--- src/rtl/wb_defs.sv ---
// Shared widths and defaults for the writeback arbiter.
// Imported by wb_fifo2 and wb_arb.
package wb_defs;

    localparam int REG_ADDR_W = 5;
    localparam int DATA_W = 32;
    localparam logic [REG_ADDR_W-1:0] ZERO_REG = '0;
    localparam int STARVE_LIM_DEF = 4;

endpackage

--- src/rtl/wb_fifo2.sv ---
// Load-return FIFO with per-entry valid bits.
// Entries whose rd matches kill_rd_i are invalidated but still occupy a slot.
module wb_fifo2
    import wb_defs::*;
#(
    parameter int DEPTH = 2,
    localparam int CW = $clog2(DEPTH + 1)
) (
    input  logic                  clk,
    input  logic                  rst_n,
    input  logic                  push_i,
    input  logic [REG_ADDR_W-1:0] push_rd_i,
    input  logic [DATA_W-1:0]     push_data_i,
    input  logic                  pop_i,
    input  logic                  kill_i,
    input  logic [REG_ADDR_W-1:0] kill_rd_i,
    output logic                  empty_o,
    output logic                  full_o,
    output logic [CW-1:0]         cnt_o,
    output logic [REG_ADDR_W-1:0] head_rd_o,
    output logic [DATA_W-1:0]     head_data_o,
    output logic                  head_live_o
);

    logic [REG_ADDR_W-1:0] r_rd   [DEPTH];
    logic [DATA_W-1:0]     r_data [DEPTH];
    logic [DEPTH-1:0]      r_live;
    logic [CW-1:0]         r_cnt;

    logic [REG_ADDR_W-1:0] w_rd   [DEPTH];
    logic [DATA_W-1:0]     w_data [DEPTH];
    logic [DEPTH-1:0]      w_live;
    logic [CW-1:0]         w_cnt;
    logic [CW-1:0]         w_wr;

    assign empty_o     = (r_cnt == '0);
    assign full_o      = (r_cnt == CW'(DEPTH));
    assign cnt_o       = r_cnt;
    assign head_rd_o   = r_rd[0];
    assign head_data_o = r_data[0];
    assign head_live_o = r_live[0];

    // Next state: shift on pop, apply kill, then append the push.
    always_comb begin
        w_cnt = r_cnt;
        if (push_i && !pop_i) begin
            w_cnt = r_cnt + CW'(1);
        end else if (!push_i && pop_i) begin
            w_cnt = r_cnt - CW'(1);
        end
        w_wr = pop_i ? (r_cnt - CW'(1)) : r_cnt;
        for (int i = 0; i < DEPTH; i++) begin
            w_rd[i]   = r_rd[i];
            w_data[i] = r_data[i];
            w_live[i] = r_live[i];
        end
        if (pop_i) begin
            for (int i = 0; i < DEPTH - 1; i++) begin
                w_rd[i]   = r_rd[i+1];
                w_data[i] = r_data[i+1];
                w_live[i] = r_live[i+1];
            end
            w_live[DEPTH-1] = 1'b0;
        end
        for (int i = 0; i < DEPTH; i++) begin
            if (kill_i && (w_rd[i] == kill_rd_i)) begin
                w_live[i] = 1'b0;
            end
            if (push_i && (w_wr == CW'(i))) begin
                w_rd[i]   = push_rd_i;
                w_data[i] = push_data_i;
                w_live[i] = !(kill_i && (push_rd_i == kill_rd_i));
            end
        end
    end

    // Storage and occupancy registers.
    always_ff @(posedge clk or negedge rst_n) begin
        if (!rst_n) begin
            for (int i = 0; i < DEPTH; i++) begin
                r_rd[i]   <= '0;
                r_data[i] <= '0;
            end
            r_live <= '0;
            r_cnt  <= '0;
        end else begin
            for (int i = 0; i < DEPTH; i++) begin
                r_rd[i]   <= w_rd[i];
                r_data[i] <= w_data[i];
            end
            r_live <= w_live;
            r_cnt  <= w_cnt;
        end
    end

endmodule

--- src/rtl/wb_arb.sv ---
// Register-file writeback arbiter: pipeline results vs. buffered late loads.
// Define WB_ARB_BYPASS_EN to write a load straight through when idle.
module wb_arb
    import wb_defs::*;
#(
    parameter int STARVE_LIM = STARVE_LIM_DEF,
    parameter int DEPTH = 2
) (
    input  logic                  clk,
    input  logic                  rst_n,
    input  logic                  pipe_vld_i,
    input  logic [REG_ADDR_W-1:0] pipe_rd_i,
    input  logic [DATA_W-1:0]     pipe_data_i,
    input  logic                  mem_vld_i,
    input  logic [REG_ADDR_W-1:0] mem_rd_i,
    input  logic [DATA_W-1:0]     mem_data_i,
    output logic                  mem_rdy_o,
    output logic                  stall_o,
    output logic                  rf_we_o,
    output logic [REG_ADDR_W-1:0] rf_waddr_o,
    output logic [DATA_W-1:0]     rf_wdata_o
);

    localparam int CW = $clog2(DEPTH + 1);
    localparam int SW = $clog2(STARVE_LIM + 1);

    logic                  w_empty;
    logic                  w_full;
    logic [CW-1:0]         w_cnt;
    logic [CW-1:0]         w_cnt_nxt;
    logic [REG_ADDR_W-1:0] w_head_rd;
    logic [DATA_W-1:0]     w_head_data;
    logic                  w_head_live;
    logic                  w_drain;
    logic                  w_grant;
    logic                  w_byp;
    logic                  w_push;
    logic [SW-1:0]         r_starve;

    assign w_drain = !w_empty
                  && (!pipe_vld_i || w_full
                      || (r_starve == SW'(STARVE_LIM)));
    assign w_grant = pipe_vld_i && !w_drain;

`ifdef WB_ARB_BYPASS_EN
    assign w_byp = w_empty && !pipe_vld_i
                && mem_vld_i && mem_rdy_o;
`else
    assign w_byp = 1'b0;
`endif

    assign w_push  = mem_vld_i && mem_rdy_o && !w_byp;
    assign stall_o = rst_n && pipe_vld_i && w_drain;

    wb_fifo2 #(
        .DEPTH(DEPTH)
    ) u_fifo (
        .clk        (clk),
        .rst_n      (rst_n),
        .push_i     (w_push),
        .push_rd_i  (mem_rd_i),
        .push_data_i(mem_data_i),
        .pop_i      (w_drain),
        .kill_i     (w_grant),
        .kill_rd_i  (pipe_rd_i),
        .empty_o    (w_empty),
        .full_o     (w_full),
        .cnt_o      (w_cnt),
        .head_rd_o  (w_head_rd),
        .head_data_o(w_head_data),
        .head_live_o(w_head_live)
    );

    // Occupancy after this cycle's push/pop, for the ready flag.
    always_comb begin
        w_cnt_nxt = w_cnt;
        if (w_push && !w_drain) begin
            w_cnt_nxt = w_cnt + CW'(1);
        end else if (!w_push && w_drain) begin
            w_cnt_nxt = w_cnt - CW'(1);
        end
    end

    // Ready whenever a slot remains free next cycle.
    always_ff @(posedge clk or negedge rst_n) begin
        if (!rst_n) begin
            mem_rdy_o <= 1'b1;
        end else begin
            mem_rdy_o <= (w_cnt_nxt < CW'(DEPTH));
        end
    end

    // Count pipeline grants made while a load waits.
    always_ff @(posedge clk or negedge rst_n) begin
        if (!rst_n) begin
            r_starve <= '0;
        end else if (w_empty || w_drain) begin
            r_starve <= '0;
        end else if (r_starve != SW'(STARVE_LIM)) begin
            r_starve <= r_starve + SW'(1);
        end
    end

    // Register the single write port from the selected source.
    always_ff @(posedge clk or negedge rst_n) begin
        if (!rst_n) begin
            rf_we_o    <= 1'b0;
            rf_waddr_o <= '0;
            rf_wdata_o <= '0;
        end else begin
            unique case (1'b1)
                w_drain: begin
                    rf_we_o    <= w_head_live
                               && (w_head_rd != ZERO_REG);
                    rf_waddr_o <= w_head_rd;
                    rf_wdata_o <= w_head_data;
                end
                w_grant: begin
                    rf_we_o    <= (pipe_rd_i != ZERO_REG);
                    rf_waddr_o <= pipe_rd_i;
                    rf_wdata_o <= pipe_data_i;
                end
                w_byp: begin
                    rf_we_o    <= (mem_rd_i != ZERO_REG);
                    rf_waddr_o <= mem_rd_i;
                    rf_wdata_o <= mem_data_i;
                end
                default: begin
                    rf_we_o    <= 1'b0;
                    rf_waddr_o <= '0;
                    rf_wdata_o <= '0;
                end
            endcase
        end
    end

endmodule
--- config.mk ---
export PLATFORM = sky130hd
export DESIGN_NAME = wb_arb
export DESIGN_NICKNAME = d
export VERILOG_FILES = /design/src/rtl/wb_defs.sv /design/src/rtl/wb_fifo2.sv /design/src/rtl/wb_arb.sv
export SDC_FILE = /design/constraint.sdc
export NUM_CORES = 1
export LEC_CHECK = 0
export BUFFER_PORTS_ARGS = -buffer_cell sky130_fd_sc_hd__buf_4
export CAP_MARGIN = 20
export CORE_MARGIN = 4
export CORE_UTILIZATION = 50
export CTS_BUF_LIST = sky130_fd_sc_hd__clkbuf_8
export CTS_CLUSTER_DIAMETER = 150
export DETAILED_ROUTE_END_ITERATION = 8
export GPL_TIMING_DRIVEN = 0
export PLACE_DENSITY = 0.81
export SLEW_MARGIN = 5
export SYNTH_ARGS = -nofsm -noshare
export SYNTH_HDL_FRONTEND = slang
export SYNTH_HIERARCHICAL = 1
export SYNTH_SLANG_ARGS = --single-unit
--- constraint.sdc ---
create_clock -name clk -period 5.5 [get_ports clk]
set_input_delay 0.55 -clock clk [delete_from_list [all_inputs] [get_ports clk]]
set_output_delay 0.55 -clock clk [all_outputs]
set_load 0.02 [all_outputs]
Yosys cells after proc, flatten, opt, wreduce, memory -nomap -nowiden
Index checks and enable logic that the tools add are counted.

storage, ports and cells
  flip-flop bits (word level) = 120
  bits of input ports = 78
  word-level logic and storage cells = 69

cells by class
  add/subtract/negate cells = 3
  magnitude comparators = 1
  equality and inequality tests = 7
  mux-type cells = 17
  reductions and logical operators = 29

operators by type and width
  operator                                                                number
  32-bit two-way mux                                                      2
  32-bit one-hot mux with 2 select lines                                  1
  5-bit equality test                                                     3
  1-bit logical AND                                                       13
  5-bit two-way mux                                                       2
  5-bit one-hot mux with 2 select lines                                   1
  5-bit nonzero test                                                      2
  2-bit two-way mux                                                       4
  3-bit two-way mux                                                       2
  3-bit nonzero test                                                      2
  1-bit zero test                                                         5
  2-bit zero test                                                         2
  1-bit two-way mux                                                       4
  2-bit nonzero test                                                      2
  3-bit by 1-bit adder with 3-bit output (second input constant)          1
  3-bit equality test (second input constant)                             1
  1-bit logical OR                                                        3
  3-bit inequality test (second input constant)                           1
  2-bit by 1-bit adder with 2-bit output (second input constant)          1
  2-bit by 1-bit equality test with 1-bit output (second input constant)  1
  2-bit equality test (second input constant)                             1
  2-bit < comparator (second input constant)                              1
  1-bit one-hot mux with 2 select lines                                   1
  2-bit by 1-bit subtractor with 2-bit output (second input constant)     1

Logic depth before layout (Yosys ltp)
  word-level depth = 9
  mapped depth = 12
  gate-level depth less buffers = 8

Modules after synthesis
The synthesis kept the hierarchy.

by module, submodules not included
  module    times used  cells each  area an instance (um^2)
  wb_fifo2  1           322         3773.6
  wb_arb    1           193         1767.9

Least setup slack after synthesis
OpenSTA, ideal clock, no wires.

  path type = register -> register
  from = register u_fifo.r_cnt[0], in the netlist u_fifo/cnt_o[0]
  to = register u_fifo.r_cnt[1], in the netlist u_fifo/cnt_o[1]
  setup time = 0.127 ns
  arrival time = 2.305 ns
  path slack = 3.068 ns
  cell stages (with the launch flop) = 12
  buffers on the path = 4
  path through = dfrtp_1 > inv_1 > ha_1 > a31oi_4 > buf_2 > buf_2 > buf_6 > buf_2 > inv_1 > ha_1 > nand2_1 > o21ai_0

between the ends
  elaborated cells between the ends (all ways) = 13

RTL lines
  what                                                           RTL line                        source
  start, declared                                                wb_fifo2.sv:28                  logic [CW-1:0] r_cnt;
  start signal, assigned                                         wb_fifo2.sv:92                  r_cnt <= w_cnt;
  2-bit zero test (*)                                            wb_fifo2.sv:36                  assign empty_o = (r_cnt == '0);
  net w_empty                                                    wb_arb.sv:27                    logic w_empty;
  1-bit zero test (*)                                            wb_arb.sv:40                    assign w_drain = !w_empty
  1-bit logical AND (*)                                          wb_arb.sv:41                    && (!pipe_vld_i || w_full
  net w_drain                                                    wb_arb.sv:34                    logic w_drain;
  1-bit logical AND / 1-bit zero test (equally long branches)    wb_fifo2.sv:48, wb_fifo2.sv:46
  2-bit two-way mux / 1-bit logical AND (equally long branches)  wb_fifo2.sv:48, wb_fifo2.sv:46
  2-bit two-way mux (*)                                          wb_fifo2.sv:46                  if (push_i && !pop_i) begin

Mark *: on every way through the listed nets, which the timed path passes. The rest lies on a longest branch.
A chain may end at the register's enable or synchronous reset.

Worst setup path after layout
Ends and elaborated chain as after synthesis.

==> out/metrics.csv <==
stage,metric,value,unit
layout,number of diodes,0,
timing,final hold violations,0,
placed_design,hpwl dp,9740,um
detailed_routing,Antenna Nets Post-Route,0,
clock_network,Clock Tree Root,clkbuf_8,
floorplan,num rows,38,
critical_path,CP max stage cell,dfrtp_1,
global_routing,GRT Residual Overflow,0,
clock_network,CTS tree,built,
timing,total negative slack,0,ns
critical_path,CP cell instances,"inv_1, ha_1, a31oi_4, buf_2, buf_2, buf_6, buf_2, inv_1, ha_1, xor2_1, o21ai_0",
layout,share of cells above drive strength 1,0.362,
floorplan,Initial Util,0.511,
clock_network,Post-CTS Resized,0,
detailed_routing,Remaining DRCs,0,
critical_path,RR Startpoint,u_fifo/cnt_o[0],
placed_design,Buffers on Ports,116,
timing,pins over their slew limit,0,
layout,fillcell total,844,
timing,WHS,0.346,ns
detailed_routing,vias per cell,5.24,
timing,final setup fails,0,
hold_path,hold depth,2,
critical_path,CP startpoint kind,flop,
detailed_routing,Vias,4215,
clock_network,Max Buffers Root-to-Sink,2,
detailed_routing,Iter 0 DRT Violations,286,
global_routing,vias in the first global route,4487,
critical_path,Crit path depth,11,
floorplan,Die H,113,um
floorplan,# IOs,118,
floorplan,die width,113,um
yosys,"Net Count, Synth",598,
clock_network,CTS Sinks,120,
timing,actual slew at the worst max-slew pin,0.731,ns
yosys,#FFs+latches synth,120,
layout,"commonest non-fill, non-tap cell in the layout",buf_4,
layout,most frequent cells in the layout,"buf_4 (152), dfrtp_1 (119), nand2_1 (78)",
critical_path,Critical R2R Capture,u_fifo/cnt_o[1],
yosys,area of the mapped netlist,5540,um2
critical_path,"Req. time, crit path",5.84,ns
clock_network,CTS buffer count,17,
critical_path,CP endpoint kind,flop,
timing,fmax,0.336,GHz
critical_path,critical path peak fanout,10,
critical_path,CP Launch Point,u_fifo/cnt_o[0],
yosys,YS warnings,6,
global_routing,largest net degree at the start of global routing,92,
flow_run,maximum capacitance violations,0,
yosys,sequential-to-total area share from yosys stat,0.542,
critical_path,critical path class,reg2reg,
yosys,Netlist cell types,35,
critical_path,"most used cell, CP",buf_2,
global_routing,Total GRT Usage,0.226,
placed_design,routability-driven placement congestion ratio,0.846,
power_and_ir_drop,Max VDD drop,0.000341,V
hold_path,Hold Crit Class,in2reg,
critical_path,CP bufs+invs,6,
critical_path,arrival time worst endpoint,3.32,ns
detailed_routing,Pre-Repair DR Iteration Count,4,
power_and_ir_drop,Leakage,3.49,nW
global_routing,global-route wire length before repair,22100,um
yosys,post-synthesis async set-or-reset flop share,1.00,
power_and_ir_drop,pwr/cell area,624,nW/um2
yosys,ys flop type,dfrtp_1,
yosys,Avg Synthesized Cell Area,10.8,um2
timing,Rel. slew slack,0.513,
timing,post-layout minimum cycle time,2.98,ns
critical_path,Setup crit end,u_fifo/cnt_o[1],
clock_network,H-tree Lvls,4,
critical_path,Worst R2R Setup Slack,2.52,ns
global_routing,initial antenna violation count,0,
status,status,finished clean,
timing,Clock Skews,0.00723,ns
clock_network,"Clk pin slew, worst setup/hold paths",0.07,ns
detailed_routing,total wire length,13800,um
floorplan,core area,10800,um2
timing,RSZ-0062 raised after global routing,no,
yosys,Post-synth EDFFs,0,
layout,Nets,735,
critical_path,Top Family by Delay on Critical Path,buffers and inverters,
yosys,Post-Synthesis Cells,515,
timing,crit share post-route,0.541,
layout,Layout area overhead,28.0,%
clock_network,Clock Latency Late Sink,0.43,ns
floorplan,Die Area,12800,um2
critical_path,FF-to-FF path depth,11,
detailed_routing,Routed WL per cell,17.2,um
critical_path,crit-path max cell delay,0.48,ns
clock_network,Post-CTS Setup Bufs,0,
## routing by layer
metal / wire length, um / part of all wire / vias to the layer above / GRT usage
met5: 0 / 0 / - / 0
met4: 238 / 0.017 / 0 / 0.0929
met3: 1080 / 0.078 / 19 / 0.0652
met2: 7020 / 0.51 / 147 / 0.373
met1: 5490 / 0.40 / 2080 / 0.279
li1: - / - / 1969 / -
## cell families after synthesis
logic type,after synthesis,share of synthesized area
AOI/OAI and AO/OA,85,0.0835
xor gates and xnor gates,18,0.0285
adders and majority gates,5,0.0113
buffers and inverters,74,0.0858
DFF,120,0.542
muxes,76,0.146
and+or+nand+nor,137,0.103
## registers in the layout (all words and copies together), names as in the netlist
register            flops
u_fifo/r_live           2
u_fifo/head_data_o     32
u_fifo/r_rd             5
rf_waddr_o              5
mem_rdy_o               1
rf_we_o                 1
u_fifo/cnt_o            2
r_starve                3
u_fifo/head_rd_o        5
rf_wdata_o             32
u_fifo/r_data          32
## synth_stat cells, drive strengths merged (3+ instances only)
library cell  number  area [um2]
xnor2              3        26.3
nor2              39         146
mux2              37         417
o21ai             42         218
clkbuf            11        45.0
inv                7        26.3
buf               56         404
mux2i             39         390
xor2              15         131
a21oi             38         190
and3               5        31.3
ha                 5        62.6
nor3               3        15.0
nand2             78         293
dfrtp            119        2980
## power by group
group | switching (W) | total [W] | leakage [nW] | internal (W)
registers | 0.000238 | 0.00158 | 1.46 | 0.00134
clock network | 0.000346 | 0.000906 | 0.221 | 0.000560
logic | 0.000995 | 0.00194 | 1.81 | 0.000946
total | 0.00158 | 0.00443 | 3.49 | 0.00285
## cell type report
| type | count | area, um2 | share of cell area |
|---|---|---|---|
| flip-flops and latches | 120 | 3000 | 0.424 |
| multi-input cells | 321 | 2060 | 0.291 |
| repair buffers | 118 | 912 | 0.129 |
| plain buffers | 67 | 449 | 0.0633 |
| clock buffers | 19 | 262 | 0.0369 |
| clock inverters | 13 | 201 | 0.0284 |
| well taps | 140 | 175 | 0.0247 |
| inverters | 7 | 26.3 | 0.00371 |
## worst min path at each step
| stage | start | to | slack (ns) |
|---|---|---|---|
| after floorplan | rst_n | r_starve[0] | 0.25 |
| after global placement | u_fifo/r_data[24] | u_fifo/r_data[24] | 0.47 |
| after detailed placement | rst_n | rf_wdata_o[1] | 0.45 |
| after CTS | mem_data_i[17] | u_fifo/r_data[17] | 0.32 |
| after global routing | mem_data_i[17] | u_fifo/r_data[17] | 0.32 |
| final | mem_data_i[17] | u_fifo/r_data[17] | 0.35 |
## repair_timing
item,in CTS,in global routing
endpoints found under the setup margin,0,0
hold buffers,1,0
endpoints found under the hold margin,30,0
## stage by stage
stage	cells	total power, W	worst slack [ns]	cell area (um2)	util
final	805	0.00443	2.52	7090	0.654
after CTS	805	0.00445	2.53	7090	0.654
after global placement	771	0.00342	2.65	6590	0.608
after floorplan	515	0.00287	3.07	5540	-
after global routing	805	0.00470	2.31	7090	0.654
after detailed placement	772	0.00353	2.56	6620	0.611
Note: power is estimated with default switching activity, not from simulation.
